$ cat src/rtl/ebus_device_port_if.sv
// EBUS connection between the EBOX side (through the top-level mux) and one device port.
// The master side drives select/function/demand; the slave side answers with xfer and read data.
interface ebus_device_port_if;
    logic [0:35] EBUS;
    logic [0:7]  EBUS_DS;
    logic [0:2]  ebusFunc;
    logic        ebusDemand;
    logic        ebusXfer;
    logic        DEVdrivingEBUS;
    logic [0:35] DEV_EBUS;

    modport master (
        output EBUS, EBUS_DS, ebusFunc, ebusDemand,
        input  ebusXfer, DEVdrivingEBUS, DEV_EBUS
    );

    modport slave (
        input  EBUS, EBUS_DS, ebusFunc, ebusDemand,
        output ebusXfer, DEVdrivingEBUS, DEV_EBUS
    );
endinterface

$ cat src/rtl/ebus_device_port.sv
// Device-side EBUS responder: decodes select/function, captures CONO/DATAO words,
// returns CONI/DATAI data through the top-level mux, and raises the assigned PI request.
module ebus_device_port #(
    parameter logic [0:6] DEVNUM = 7'h40
) (
    input  logic                 clk,
    input  logic                 reset,
    ebus_device_port_if.slave    bus,
    input  logic [0:32]          devStatus,
    input  logic [0:35]          devDataIn,
    input  logic                 devIntReq,
    output logic                 conoStrobe,
    output logic [0:35]          conoData,
    output logic                 dataoStrobe,
    output logic [0:35]          dataoData,
    output logic                 dataiStrobe,
    output logic [0:2]           pia,
    output logic [1:7]           piReq
);
    localparam logic [1:0] ST_IDLE     = 2'd0;
    localparam logic [1:0] ST_WR_ACK   = 2'd1;
    localparam logic [1:0] ST_RD_SETUP = 2'd2;
    localparam logic [1:0] ST_RD_ACK   = 2'd3;

    localparam logic [0:2] FN_CONO  = 3'd0;
    localparam logic [0:2] FN_CONI  = 3'd1;
    localparam logic [0:2] FN_DATAO = 3'd2;
    localparam logic [0:2] FN_DATAI = 3'd3;

    logic [1:0]  state_q, state_d;
    logic [0:35] dev_ebus_q, dev_ebus_d;
    logic [0:35] cono_data_q, cono_data_d;
    logic [0:35] datao_data_q, datao_data_d;
    logic [0:2]  pia_q, pia_d;
    logic [1:7]  pi_req_q, pi_req_d;
    logic        cono_stb_q, cono_stb_d;
    logic        datao_stb_q, datao_stb_d;
    logic        datai_stb_q, datai_stb_d;
    logic        sel;
    logic        unused_ds7;

    // DS bit 7 carries no address information for this device.
    assign unused_ds7 = bus.EBUS_DS[7];

    assign sel = bus.ebusDemand && (bus.EBUS_DS[0:6] == DEVNUM) && (bus.ebusFunc <= FN_DATAI);

    always_comb begin
        state_d      = state_q;
        dev_ebus_d   = dev_ebus_q;
        cono_data_d  = cono_data_q;
        datao_data_d = datao_data_q;
        pia_d        = pia_q;
        cono_stb_d   = 1'b0;
        datao_stb_d  = 1'b0;
        datai_stb_d  = 1'b0;
        case (state_q)
            ST_IDLE: begin
                if (sel) begin
                    case (bus.ebusFunc)
                        FN_CONO: begin
                            cono_data_d = bus.EBUS;
                            pia_d       = bus.EBUS[33:35];
                            cono_stb_d  = 1'b1;
                            state_d     = ST_WR_ACK;
                        end
                        FN_DATAO: begin
                            datao_data_d = bus.EBUS;
                            datao_stb_d  = 1'b1;
                            state_d      = ST_WR_ACK;
                        end
                        FN_CONI: begin
                            dev_ebus_d = {devStatus, pia_q};
                            state_d    = ST_RD_SETUP;
                        end
                        FN_DATAI: begin
                            dev_ebus_d  = devDataIn;
                            datai_stb_d = 1'b1;
                            state_d     = ST_RD_SETUP;
                        end
                        default: state_d = ST_IDLE;
                    endcase
                end
            end
            ST_WR_ACK:   if (!bus.ebusDemand) state_d = ST_IDLE;
            // One settle cycle so the registered top-level mux has DEV_EBUS before xfer.
            ST_RD_SETUP: state_d = bus.ebusDemand ? ST_RD_ACK : ST_IDLE;
            ST_RD_ACK:   if (!bus.ebusDemand) state_d = ST_IDLE;
            default:     state_d = ST_IDLE;
        endcase
    end

    generate
        for (genvar gi = 1; gi <= 7; gi++) begin : g_pi
            assign pi_req_d[gi] = devIntReq && (pia_q == 3'(gi));
        end
    endgenerate

    always_ff @(posedge clk or posedge reset) begin
        if (reset) begin
            state_q      <= ST_IDLE;
            dev_ebus_q   <= '0;
            cono_data_q  <= '0;
            datao_data_q <= '0;
            pia_q        <= '0;
            pi_req_q     <= '0;
            cono_stb_q   <= 1'b0;
            datao_stb_q  <= 1'b0;
            datai_stb_q  <= 1'b0;
        end else begin
            state_q      <= state_d;
            dev_ebus_q   <= dev_ebus_d;
            cono_data_q  <= cono_data_d;
            datao_data_q <= datao_data_d;
            pia_q        <= pia_d;
            pi_req_q     <= pi_req_d;
            cono_stb_q   <= cono_stb_d;
            datao_stb_q  <= datao_stb_d;
            datai_stb_q  <= datai_stb_d;
        end
    end

    assign bus.ebusXfer       = (state_q == ST_WR_ACK) || (state_q == ST_RD_ACK);
    assign bus.DEVdrivingEBUS = (state_q == ST_RD_SETUP) || (state_q == ST_RD_ACK);
    assign bus.DEV_EBUS       = dev_ebus_q;
    assign conoStrobe         = cono_stb_q;
    assign conoData           = cono_data_q;
    assign dataoStrobe        = datao_stb_q;
    assign dataoData          = datao_data_q;
    assign dataiStrobe        = datai_stb_q;
    assign pia                = pia_q;
    assign piReq              = pi_req_q;
endmodule
$ cat src/flat_wrapper.sv
// flat-port wrapper written by rule: the top's interface ports become plain ports
module ebus_device_port_flat 
#(
    parameter logic [0:6] DEVNUM = 7'h40
)
  (clk, reset, devStatus, devDataIn, devIntReq, conoStrobe, conoData, dataoStrobe, dataoData, dataiStrobe, pia, piReq, bus_EBUS, bus_EBUS_DS, bus_ebusFunc, bus_ebusDemand, bus_ebusXfer, bus_DEVdrivingEBUS, bus_DEV_EBUS);
  ebus_device_port_if bus_i ();
  input  logic clk;
  input  logic reset;
  input  logic [0:32] devStatus;
  input  logic [0:35] devDataIn;
  input  logic devIntReq;
  output logic conoStrobe;
  output logic [0:35] conoData;
  output logic dataoStrobe;
  output logic [0:35] dataoData;
  output logic dataiStrobe;
  output logic [0:2] pia;
  output logic [1:7] piReq;
  input wire logic [$bits(bus_i.EBUS)-1:0] bus_EBUS;
  input wire logic [$bits(bus_i.EBUS_DS)-1:0] bus_EBUS_DS;
  input wire logic [$bits(bus_i.ebusFunc)-1:0] bus_ebusFunc;
  input wire logic [$bits(bus_i.ebusDemand)-1:0] bus_ebusDemand;
  output wire logic [$bits(bus_i.ebusXfer)-1:0] bus_ebusXfer;
  output wire logic [$bits(bus_i.DEVdrivingEBUS)-1:0] bus_DEVdrivingEBUS;
  output wire logic [$bits(bus_i.DEV_EBUS)-1:0] bus_DEV_EBUS;
  assign bus_i.EBUS = bus_EBUS;
  assign bus_i.EBUS_DS = bus_EBUS_DS;
  assign bus_i.ebusFunc = bus_ebusFunc;
  assign bus_i.ebusDemand = bus_ebusDemand;
  assign bus_ebusXfer = bus_i.ebusXfer;
  assign bus_DEVdrivingEBUS = bus_i.DEVdrivingEBUS;
  assign bus_DEV_EBUS = bus_i.DEV_EBUS;
  ebus_device_port #(.DEVNUM(DEVNUM)) u_core (.clk(clk), .reset(reset), .bus(bus_i), .devStatus(devStatus), .devDataIn(devDataIn), .devIntReq(devIntReq), .conoStrobe(conoStrobe), .conoData(conoData), .dataoStrobe(dataoStrobe), .dataoData(dataoData), .dataiStrobe(dataiStrobe), .pia(pia), .piReq(piReq));
endmodule
$ cat config.mk
export PLATFORM = sky130hd
export DESIGN_NAME = ebus_device_port_flat
export DESIGN_NICKNAME = d
export VERILOG_FILES = /design/src/rtl/ebus_device_port_if.sv /design/src/rtl/ebus_device_port.sv /design/src/flat_wrapper.sv
export SDC_FILE = /design/constraint.sdc
export NUM_CORES = 1
export LEC_CHECK = 0
export ABC_CLOCK_PERIOD_IN_PS = 3900
export BUFFER_PORTS_ARGS = -buffer_cell sky130_fd_sc_hd__buf_2
export CAP_MARGIN = 15
export CORE_ASPECT_RATIO = 1.1
export CORE_MARGIN = 2
export CORE_UTILIZATION = 42
export CTS_CLUSTER_SIZE = 28
export DETAILED_ROUTE_END_ITERATION = 12
export GPL_TIMING_DRIVEN = 0
export PLACE_DENSITY = 0.75
export SETUP_SLACK_MARGIN = 0.1
export SYNTH_ARGS = -nofsm -noshare
export SYNTH_HDL_FRONTEND = slang
export SYNTH_SLANG_ARGS = --single-unit
$ cat constraint.sdc
create_clock -name clk -period 3.9 [get_ports clk]
set_clock_uncertainty 0.15 [all_clocks]
set_input_delay 0.39 -clock clk [delete_from_list [all_inputs] [get_ports clk]]
set_output_delay 0.39 -clock clk [all_outputs]
set_load 0.005 [all_outputs]
==> out/metrics.yaml <==
floorplan:
  dieHeight_um: 121
  start_util_pct: 43.1
  die_width_um: 110
  die-area_um2: 13300
  io_pins: 243
  core_area_um2: 12100
  fp-row-count: 42
setup_path:
  cpPeakStageDelay_ns: 0.56
  end_kind: "primary output"
  cp.arrival_ns: 1.50
  critical_path.max_fanout: 3
  worstPathCellList: "dlygate4sd3_1, buf_2"
  crit_path_start: "u_core.state_q[0]"
  r2r-start: "u_core.state_q[0]"
  critPathKind: "reg2out"
  r2r_cells: 5
  cp.required_ns: 3.36
  startpoint_type: "register"
  cp_slowest_cell: "dlygate4sd3_1"
logic_synthesis:
  ys_ff_latch: 120
  async_flop_share_pct: 100
  synth_area_um2: 5210
  synthDistinctLibCells: 25
  synth_warnings: 0
  synth_edf_count: 0
  postSynthCellCount: 313
  syn_avg_cell_area_um2: 16.6
  seq_area_frac_synth_pct: 57.7
  ys_dominant_reg_cell: "dfrtp_1"
  synth_nets: 433
clocking:
  cts_tree: "yes"
  cts.clk_slew.worst_paths_ns: 0.06
  clk_path_buf_depth: 2
  cts_num_sinks: 120
  clkLatencyLatePin_ns: 0.40
  cts_buffers: 17
  h-tree-depth: 4
  cts_root_buf: "clkbuf_16"
  cts_setup_buffers: 0
  post_cts_resized: 0
  ctsHoldBuffers: 1
power:
  peakVddDrop_uv: 262
  p_per_area_nw_per_um2: 415
  p_leak_uw: 0.00420
drt:
  ant_nets: 0
  drt-total-wl_um: 11800
  num_vias: 3529
  via_per_inst: 4.76
  wl_per_cell_um: 15.9
  first_pass_iters: 4
  route.detailed.drc: 0
  drt-initial-drc-count: 84
global_route:
  grt_usage_pct: 17.7
  antenna_found_initial: 1
  grt_pass1_wl_um: 18000
  grt_pass1_vias: 3733
  overflow: 0
  grt_max_degree: 72
timing:
  rsz0062_at_grt: "false"
  final-setup-viol-count: 0
  slew_headroom_pct: 69.2
  drv_slew: 0
  fmax_mhz: 491
  final.setup.worst_slack_ns: 1.86
  period_minus_slack_ns: 2.04
  post-route-period-util_pct: 52.2
  tns_ns: 0
  worstMarginPinSlew_ns: 0.462
  hold_ws_ns: 0.0733
  finalHoldViolCount: 0
layout:
  n_fill_cell: 959
  final_util_pct: 59.9
  multi_input_area_um2: 1960
  diodes: 0
  area_growth_pct: 39.1
  num-nets-final: 695
  drive_above_1_share_pct: 74.8
  final-seq-area_um2: 3000
run:
  maxCapViolCount: 0
hold_path:
  hp-class: "in2reg"
  worstHoldPathCells: 2
  hold_path_startpoint: "bus_EBUS[20]"
placement:
  place_ws_ns: 1.72
  dpl.hpwl_um: 8840
  gp_congestion: 0.739
  io_buffers: 241
outcome:
  outcome: "finished clean"
==> final cells by class <==
class                      instances  area share, %
timing repair buffer             243           17.2
clock buffer                      19           6.25
clock inverter                    13           1.97
tap                              154           2.66
sequential                       120           41.5
inverter                           2          0.173
multi-input combinational        171           27.1
buffer                            20           3.21
==> synth_stat cells (2+ instances only) <==
master / instances / area [um2]
dfrtp_1: 120 / 3000
buf_12: 6 / 120
o21ai_0: 2 / 10.0
nand2_1: 3 / 11.3
and4_1: 2 / 17.5
mux2_4: 38 / 571
buf_4: 3 / 22.5
nand2b_1: 3 / 18.8
buf_2: 4 / 20.0
inv_1: 2 / 7.51
nor2_1: 8 / 30.0
mux2_2: 105 / 1180
buf_6: 5 / 56.3
==> sequential cells by signal, indices dropped and copies added (netlist names) <==
signal and cells:
u_core.state_q 2, u_core.dataiStrobe 1, u_core.dataoStrobe 1, u_core.pia 2, u_core.bus.DEV_EBUS 36, u_core.piReq 7
u_core.conoStrobe 1, u_core.dataoData 36, u_core.conoData 34
==> path summary, 6_finish.rpt <==
check | endpoint | slack [ns]
min in group asynchronous | u_core.dataoData[26] | 0.41
worst min-delay path | u_core.dataoData[15] | 0.07
worst min register to register | u_core.bus.DEV_EBUS[9] | 0.35
worst max-delay path | bus_ebusXfer | 1.86
max in group asynchronous | u_core.bus.DEV_EBUS[15] | 2.50
worst max register to register | u_core.bus.DEV_EBUS[28] | 1.88
==> routing by layer <==
metal,track usage (%),part of all wire (%),vias to the layer above,wire length [um]
met5,0,0.11,-,13
met4,5.94,0.84,2,99
met3,7.33,9.6,8,1130
met2,29.6,50,166,5880
met1,20.4,40,1727,4680
li1,-,-,1626,-
==> per-stage QoR <==
step                cell area [um2]  power [uW]  std cells
global route                   7240        3130        742
CTS                            7240        3050        742
global placement               6610        1470        708
detailed placement             6640        1480        709
floorplan                      5210        1370        313
finish                         7240        3000        742
==> placed cells by master (no fill, tap or decap) <==
| cell type | synthesis | routed |
|---|---|---|
| mux2_2 | 105 | 105 |
| clkinvlp_4 | 0 | 2 |
| clkinv_4 | 0 | 2 |
| nand4_4 | 1 | 1 |
| nand3_1 | 1 | 1 |
| clkinv_2 | 0 | 3 |
| mux2_4 | 38 | 38 |
| a21o_1 | 1 | 1 |
| buf_12 | 6 | 6 |
| dlygate4sd3_1 | 1 | 2 |
| inv_6 | 0 | 5 |
| nor4_4 | 1 | 1 |
| nor3_1 | 1 | 1 |
| o21ai_0 | 2 | 2 |
| and4_1 | 2 | 2 |
| nand2_1 | 3 | 3 |
| nand2b_1 | 3 | 3 |
| nand3b_1 | 1 | 1 |
| nor3b_1 | 1 | 1 |
| dfrtp_1 | 120 | 120 |
| mux2_1 | 1 | 1 |
| buf_2 | 4 | 245 |
| nor3b_2 | 1 | 1 |
| buf_4 | 3 | 3 |
| bufinv_16 | 0 | 2 |
| clkbuf_1 | 1 | 1 |
| clkbuf_16 | 0 | 17 |
| inv_1 | 2 | 1 |
| nor4b_4 | 1 | 1 |
| nor2_1 | 8 | 8 |
| buf_16 | 0 | 1 |
| buf_6 | 5 | 5 |
| clkbuf_8 | 0 | 2 |
==> worst max-delay path, delay by kind of cell (launching register included) <==
family                 cells  cell delay, ns
buffers and inverters      2            0.69
flip-flops                 1            0.41
==> kinds of logic (layout without fill, tap and decap cells) <==
family	after synthesis	in the layout	synth area share [%]
AO/OA/AOI/OAI	3	3	0.337
multiplexers	144	144	33.9
flip-flops	120	120	57.7
buffers and inverters	22	297	4.61
AND/OR/NAND/NOR	24	24	3.48
==> where the power goes <==
| group | internal [uW] | switching (uW) | total [uW] |
|---|---|---|---|
| Combinational | 101 | 78.8 | 180 |
| Clock | 980 | 568 | 1550 |
| Sequential | 1260 | 10.3 | 1270 |
| Total | 2350 | 657 | 3000 |
(Power assumes the default switching activity.)
